<file path="src/rtl/jtag_scan_sequencer.sv">
`default_nettype none
// +----------------------------------------------------------------------------+
// | Module      : jtag_scan_sequencer                                          |
// | Description : Drives one complete JTAG scan on start: TAP reset, walk to   |
// |               Shift-IR, shift the instruction, walk to Shift-DR, shift the |
// |               data while capturing tdo, then return to Run-Test/Idle.      |
// |               Optional build macro JTAG_SEQ_AUTOSTART_EN runs one sequence |
// |               automatically after reset release.                           |
// | Revision    : 1.0 - initial release                                        |
// +----------------------------------------------------------------------------+
module jtag_scan_sequencer #(
  parameter int IR_WIDTH = 4,
  parameter int DR_WIDTH = 4
) (
  input  logic                clk,
  input  logic                rst_n,
  input  logic                start,
  input  logic [IR_WIDTH-1:0] instr,
  input  logic [DR_WIDTH-1:0] data,
  input  logic                tdo,
  output logic                tms,
  output logic                tdi,
  output logic                busy,
  output logic                done,
  output logic [DR_WIDTH-1:0] dr_out
);

  // The counter must cover the 5-cycle fixed phases as well as both shifts.
  localparam int MAX_LEN = (IR_WIDTH > DR_WIDTH) ? ((IR_WIDTH > 5) ? IR_WIDTH : 5)
                                                 : ((DR_WIDTH > 5) ? DR_WIDTH : 5);
  localparam int CNT_W   = $clog2(MAX_LEN);

  typedef enum logic [3:0] {
    IDLE     = 4'd0,
    TAP_RST  = 4'd1,
    IR_WALK  = 4'd2,
    IR_SHIFT = 4'd3,
    IR_EXIT  = 4'd4,
    DR_WALK  = 4'd5,
    DR_SHIFT = 4'd6,
    DR_EXIT  = 4'd7,
    FINISH   = 4'd8
  } state_t;

  state_t              state_q, state_d;
  logic [CNT_W-1:0]    cnt_q, cnt_d;
  logic [IR_WIDTH-1:0] instr_q, instr_d;
  logic [DR_WIDTH-1:0] data_q, data_d;
  logic [DR_WIDTH-1:0] dr_out_q, dr_out_d;
  logic                tms_q, tms_d;
  logic                tdi_q, tdi_d;
  logic                busy_q, busy_d;
  logic                done_q, done_d;
  logic                auto_fire;
  logic                trig;

`ifdef JTAG_SEQ_AUTOSTART_EN
  logic [1:0] auto_q;

  // Counts the first two edges after reset release; fires once on the second.
  always_ff @(posedge clk or negedge rst_n) begin
    if (!rst_n) begin
      auto_q <= 2'd0;
    end else if (auto_q != 2'd2) begin
      auto_q <= auto_q + 2'd1;
    end
  end

  assign auto_fire = (auto_q == 2'd1);
`else
  assign auto_fire = 1'b0;
`endif

  assign trig = start | auto_fire;

  // State register plus the registered TAP-facing outputs.
  always_ff @(posedge clk or negedge rst_n) begin
    if (!rst_n) begin
      state_q  <= IDLE;
      cnt_q    <= '0;
      instr_q  <= '0;
      data_q   <= '0;
      dr_out_q <= '0;
      tms_q    <= 1'b1;
      tdi_q    <= 1'b0;
      busy_q   <= 1'b0;
      done_q   <= 1'b0;
    end else begin
      state_q  <= state_d;
      cnt_q    <= cnt_d;
      instr_q  <= instr_d;
      data_q   <= data_d;
      dr_out_q <= dr_out_d;
      tms_q    <= tms_d;
      tdi_q    <= tdi_d;
      busy_q   <= busy_d;
      done_q   <= done_d;
    end
  end

  // Next state, then decode of the outputs for the cycle being entered so
  // tms/tdi leave flops aligned with the state they belong to.
  always_comb begin
    state_d  = state_q;
    cnt_d    = cnt_q + CNT_W'(1);
    instr_d  = instr_q;
    data_d   = data_q;
    dr_out_d = dr_out_q;

    unique case (state_q)
      // FINISH is not busy, so a start seen there chains straight into the
      // next sequence without an idle cycle.
      IDLE, FINISH: begin
        cnt_d   = '0;
        state_d = IDLE;
        if (trig) begin
          state_d = TAP_RST;
          instr_d = instr;
          data_d  = data;
        end
      end
      TAP_RST: if (cnt_q == CNT_W'(4)) begin state_d = IR_WALK; cnt_d = '0; end
      IR_WALK: if (cnt_q == CNT_W'(4)) begin state_d = IR_SHIFT; cnt_d = '0; end
      IR_SHIFT: if (cnt_q == CNT_W'(IR_WIDTH - 1)) begin state_d = IR_EXIT; cnt_d = '0; end
      IR_EXIT: if (cnt_q == CNT_W'(1)) begin state_d = DR_WALK; cnt_d = '0; end
      DR_WALK: if (cnt_q == CNT_W'(2)) begin state_d = DR_SHIFT; cnt_d = '0; end
      DR_SHIFT: begin
        // LSB-first capture: newest bit enters at the top, first bit ends in [0].
        dr_out_d = (dr_out_q >> 1) | (DR_WIDTH'(tdo) << (DR_WIDTH - 1));
        if (cnt_q == CNT_W'(DR_WIDTH - 1)) begin state_d = DR_EXIT; cnt_d = '0; end
      end
      DR_EXIT: if (cnt_q == CNT_W'(1)) begin state_d = FINISH; cnt_d = '0; end
      default: begin
        state_d = IDLE;
        cnt_d   = '0;
      end
    endcase

    tms_d  = 1'b1;
    tdi_d  = 1'b0;
    busy_d = (state_d != IDLE) && (state_d != FINISH);
    done_d = (state_d == FINISH);

    unique case (state_d)
      TAP_RST:  tms_d = 1'b1;
      IR_WALK:  tms_d = (cnt_d == CNT_W'(1)) || (cnt_d == CNT_W'(2));
      IR_SHIFT: begin
        tms_d = (cnt_d == CNT_W'(IR_WIDTH - 1));
        tdi_d = |(instr_d & (IR_WIDTH'(1) << cnt_d));
      end
      IR_EXIT:  tms_d = (cnt_d == CNT_W'(0));
      DR_WALK:  tms_d = (cnt_d == CNT_W'(0));
      DR_SHIFT: begin
        tms_d = (cnt_d == CNT_W'(DR_WIDTH - 1));
        tdi_d = |(data_d & (DR_WIDTH'(1) << cnt_d));
      end
      DR_EXIT:  tms_d = (cnt_d == CNT_W'(0));
      default:  tms_d = 1'b1;
    endcase
  end

  assign tms    = tms_q;
  assign tdi    = tdi_q;
  assign busy   = busy_q;
  assign done   = done_q;
  assign dr_out = dr_out_q;

endmodule
`default_nettype wire

</file>
<file path="config.mk">
export PLATFORM = sky130hd
export DESIGN_NAME = jtag_scan_sequencer
export DESIGN_NICKNAME = d
export VERILOG_FILES = /design/src/rtl/jtag_scan_sequencer.sv
export SDC_FILE = /design/constraint.sdc
export NUM_CORES = 1
export LEC_CHECK = 0
export BUFFER_PORTS_ARGS = -buffer_cell sky130_fd_sc_hd__buf_4
export CORE_UTILIZATION = 50
export DETAILED_ROUTE_END_ITERATION = 7
export MAX_ROUTING_LAYER = met4
export PLACE_DENSITY = 0.71
export SLEW_MARGIN = 20
export SYNTH_ARGS = -nofsm -noshare
export SYNTH_HDL_FRONTEND = slang
export SYNTH_SLANG_ARGS = --single-unit
</file>
<file path="constraint.sdc">
create_clock -name clk -period 3.1 [get_ports clk]
set_input_delay 0.31 -clock clk [delete_from_list [all_inputs] [get_ports clk]]
set_output_delay 0.31 -clock clk [all_outputs]
set_load 0.02 [all_outputs]
</file>
==> impl_metrics.csv <==
group,metric,value,unit
sta,fin_tns_setup,0,ns
place,place.port_buffers,19,
floorplan,die_x,54.44,um
cells_and_area,nNetsFinal,168,
detailed_routing,post_drt_wl_per_cell,15.39,um
clocking,cts_tree,"done",
detailed_routing,wirelength,2755,um
worst_setup_path,end_kind,"flip-flop",
grt,use_met2,34.76,%
floorplan,rows,18,
grt,top_usage_layer,"met2",
detailed_routing,antenna_left,0,
floorplan,die_area,2964,um^2
worst_setup_path,start_kind,"flip-flop",
synthesis,synth-warning-count,0,
synthesis,synth_top_family_by_area,"simple AND/OR/NAND/NOR gates",
power_and_ir_drop,power,1.637,mW
cells_and_area,area_delta_synth_final,13.92,%
sta,rsz0062_at_grt,"no",
detailed_routing,vias_per_cell,5.877,
synthesis,yosysUniqueCellTypes,40,
sta,skew,0.005811,ns
clocking,clk_pin_slew,0.13,ns
grt,grt_pass1_vias,1008,
clocking,clk_latency,0.31,ns
run,drv_cap,0,
floorplan,initial_utilization,54.03,%
floorplan,ioPinCount,20,
sta,worst_slew_pin_slew,0.5924,ns
clocking,clockBufferDepth,2,
clocking,cts.sinks,23,
power_and_ir_drop,powerDensity,1045,nW/um^2
cells_and_area,fin_area,1567,um^2
sta,fmax,0.3521,GHz
cells_and_area,drive_above_1_share,30.20,%
worst_setup_path,r2r_slack,0.26,ns
synthesis,syn_area,1375,um^2
synthesis,synth-xor-area-share,1.274,%
worst_setup_path,cp_num_buf_inv,2,
detailed_routing,drtIter0Drc,29,
sta,drv_slew,0,
synthesis,synth-compound-area-share,11.19,%
cells_and_area,layout_commonest_cell,"dfrtp_1",
worst_setup_path,path_max_fanout,6,
worst_setup_path,timing_worst_setup_path_type,"flip-flop to flip-flop",
worst_setup_path,path_delay_family,"compound AO/OA/AOI/OAI gates",
grt,grtUsageTotal,22.15,%
worst_setup_path,crit_chain,"ha_1, ha_1, or3b_1, o22ai_1, inv_1, a2111oi_4, buf_4, mux2i_1, mux2i_1, a32o_2",
cells_and_area,final_cell_mix,"dfrtp_1, buf_4, mux2_2",
place,dp_cells,174,
synthesis,synth_area_per_cell,10.66,um^2
worst_setup_path,worstPathRequired,3.31,ns
grt,grtUsageMet1,27.76,%
cells_and_area,fin_util,61.55,%
synthesis,synth_ff_type,"dfrtp_1",
synthesis,synth_edf_count,0,
sta,setup_viol,0,
synthesis,seq_area_frac_synth,41.95,%
clocking,post_cts_buffers,0,
detailed_routing,drtPass1Iterations,4,
power_and_ir_drop,ir_drop,0.0007702,V
synthesis,synth_mux_area_share,17.11,%
detailed_routing,drc,0,
power_and_ir_drop,leakage,0.7391,nW
clocking,numCtsBuffers,3,
grt,antenna_found_initial,0,
synthesis,synthAdderAreaFrac,5.460,%
worst_setup_path,cp_data_arrival_time,3.05,ns
grt,grt-ovfl-total,0,
sta,slew_headroom,60.20,%
clocking,htreeDepth,1,
clocking,cts_root_buffer,"clkbuf_4",
grt,grt_use_met3,3.611,%
synthesis,syn_inst,129,
sta,finalCriticalPeriod,2.840,ns
cells_and_area,fin_cells,179,
place,placed_area,1529,um^2
cells_and_area,fillers,227,
place,dp_hpwl,2136,um
place,gp_congestion,0.9049,
floorplan,core-area,2545,um^2
floorplan,die_y,54.44,um
worst_hold_path,hold_class,"input pin to flip-flop",
sta,hold_ws,0.2366,ns
place,place_ws,0.2926,ns
worst_setup_path,crit_path_top_delay_cell,"dfrtp_1",
synthesis,postSynth.asyncResetShare,100.0,%
grt,grt_pass1_wl,4485,um
sta,hold_viol,0,
sta,setup_ws,0.2598,ns
run_status,outcome,"finished clean",
grt,grt_max_degree,24,
detailed_routing,vias,1052,
cells_and_area,antennaDiodeCount,0,
worst_setup_path,slowest_delay,0.45,ns
synthesis,synthesis.nets,147,
synthesis,ys_ff_latch,23,
sta,finalCritPeriodShare,91.62,%
synthesis,synth-simple-area-share,17.83,%
[sequential cells by signal, indices dropped and copies added (netlist names), 3 cells and up]
name / count
data_q: 4
state_q: 4
instr_q: 4
cnt_q: 3
dr_out: 4
[final cells by class]
class                           count  area, um^2  area share, %
Sequential cell                    23       576.8          36.82
Tap cell                           30       37.54          2.396
Clock buffer                        3       22.52          1.438
Inverter                           10       37.54          2.396
Timing Repair Buffer               21       160.2          10.22
Multi-Input combinational cell     91       726.9          46.41
Clock inverter                      1       5.005         0.3195
[cell usage after synthesis (2+ instances only)]
cell type / number / area, um^2
nand2b_1: 4 / 25.02
nand3_1: 4 / 20.02
buf_2: 3 / 15.01
nor2_1: 7 / 26.28
dfrtp_1: 22 / 550.5
mux2_2: 12 / 135.1
a211o_1: 2 / 17.52
nand2_1: 8 / 30.03
and2b_2: 2 / 17.52
xnor2_1: 2 / 17.52
a21oi_1: 3 / 15.01
mux2i_1: 10 / 100.1
inv_1: 10 / 37.54
nand3b_1: 3 / 22.52
nor3_1: 6 / 30.03
o22ai_1: 2 / 12.51
ha_1: 6 / 75.07
[power by group]
group          switching [mW]  internal (mW)  total, mW
sequential              0.111          0.427      0.538
clock                  0.0889         0.0482      0.137
combinational           0.499          0.463      0.962
total                   0.699          0.938       1.64
[layer usage]
layer,vias to the layer above,share of wire [%]
met5,-,0
met4,0,1.8
met3,6,5.8
met2,41,48
met1,515,44
li1,490,-
[worst reg2reg max path: cells and delay by family (launching register included)]
family | cells | cell delay (ns)
AO/OA/AOI/OAI | 3 | 0.81
adder cells (fa/ha/maj) | 2 | 0.49
buffers and inverters | 2 | 0.32
flip-flops | 1 | 0.45
multiplexers | 2 | 0.31
AND/OR/NAND/NOR | 1 | 0.37
[cell families (layout without fill, tap and decap cells)]
logic type,after synthesis,in the layout
buf+inv,15,35
mux,22,22
flops,23,23
fa+ha+maj,6,6
simple gates,43,43
xor+xnor,2,2
compound gates,18,18
[final timing paths]
path                                       from                    end  cells after the start
setup / recovery             cnt_q[0]$_DFF_PN0_          tdi$_DFF_PN0_                     10
hold / removal                              tdo  dr_out[3]$_DFFE_PN0P_                      2
setup reg to reg             cnt_q[0]$_DFF_PN0_          tdi$_DFF_PN0_                     10
hold reg to reg            instr_q[3]$_DFF_PN0_   instr_q[3]$_DFF_PN0_                      1
max in group asynchronous                 rst_n          tms$_DFF_PN1_                      2
min in group asynchronous                 rst_n   state_q[1]$_DFF_PN0_                      2
[timing repair]
action,in CTS,in global routing
hold buffers,1,0
endpoints found under the setup margin,0,0
endpoints found under the hold margin,22,0
gates resized for setup,0,0
Power figures use the tool's default switching activity.
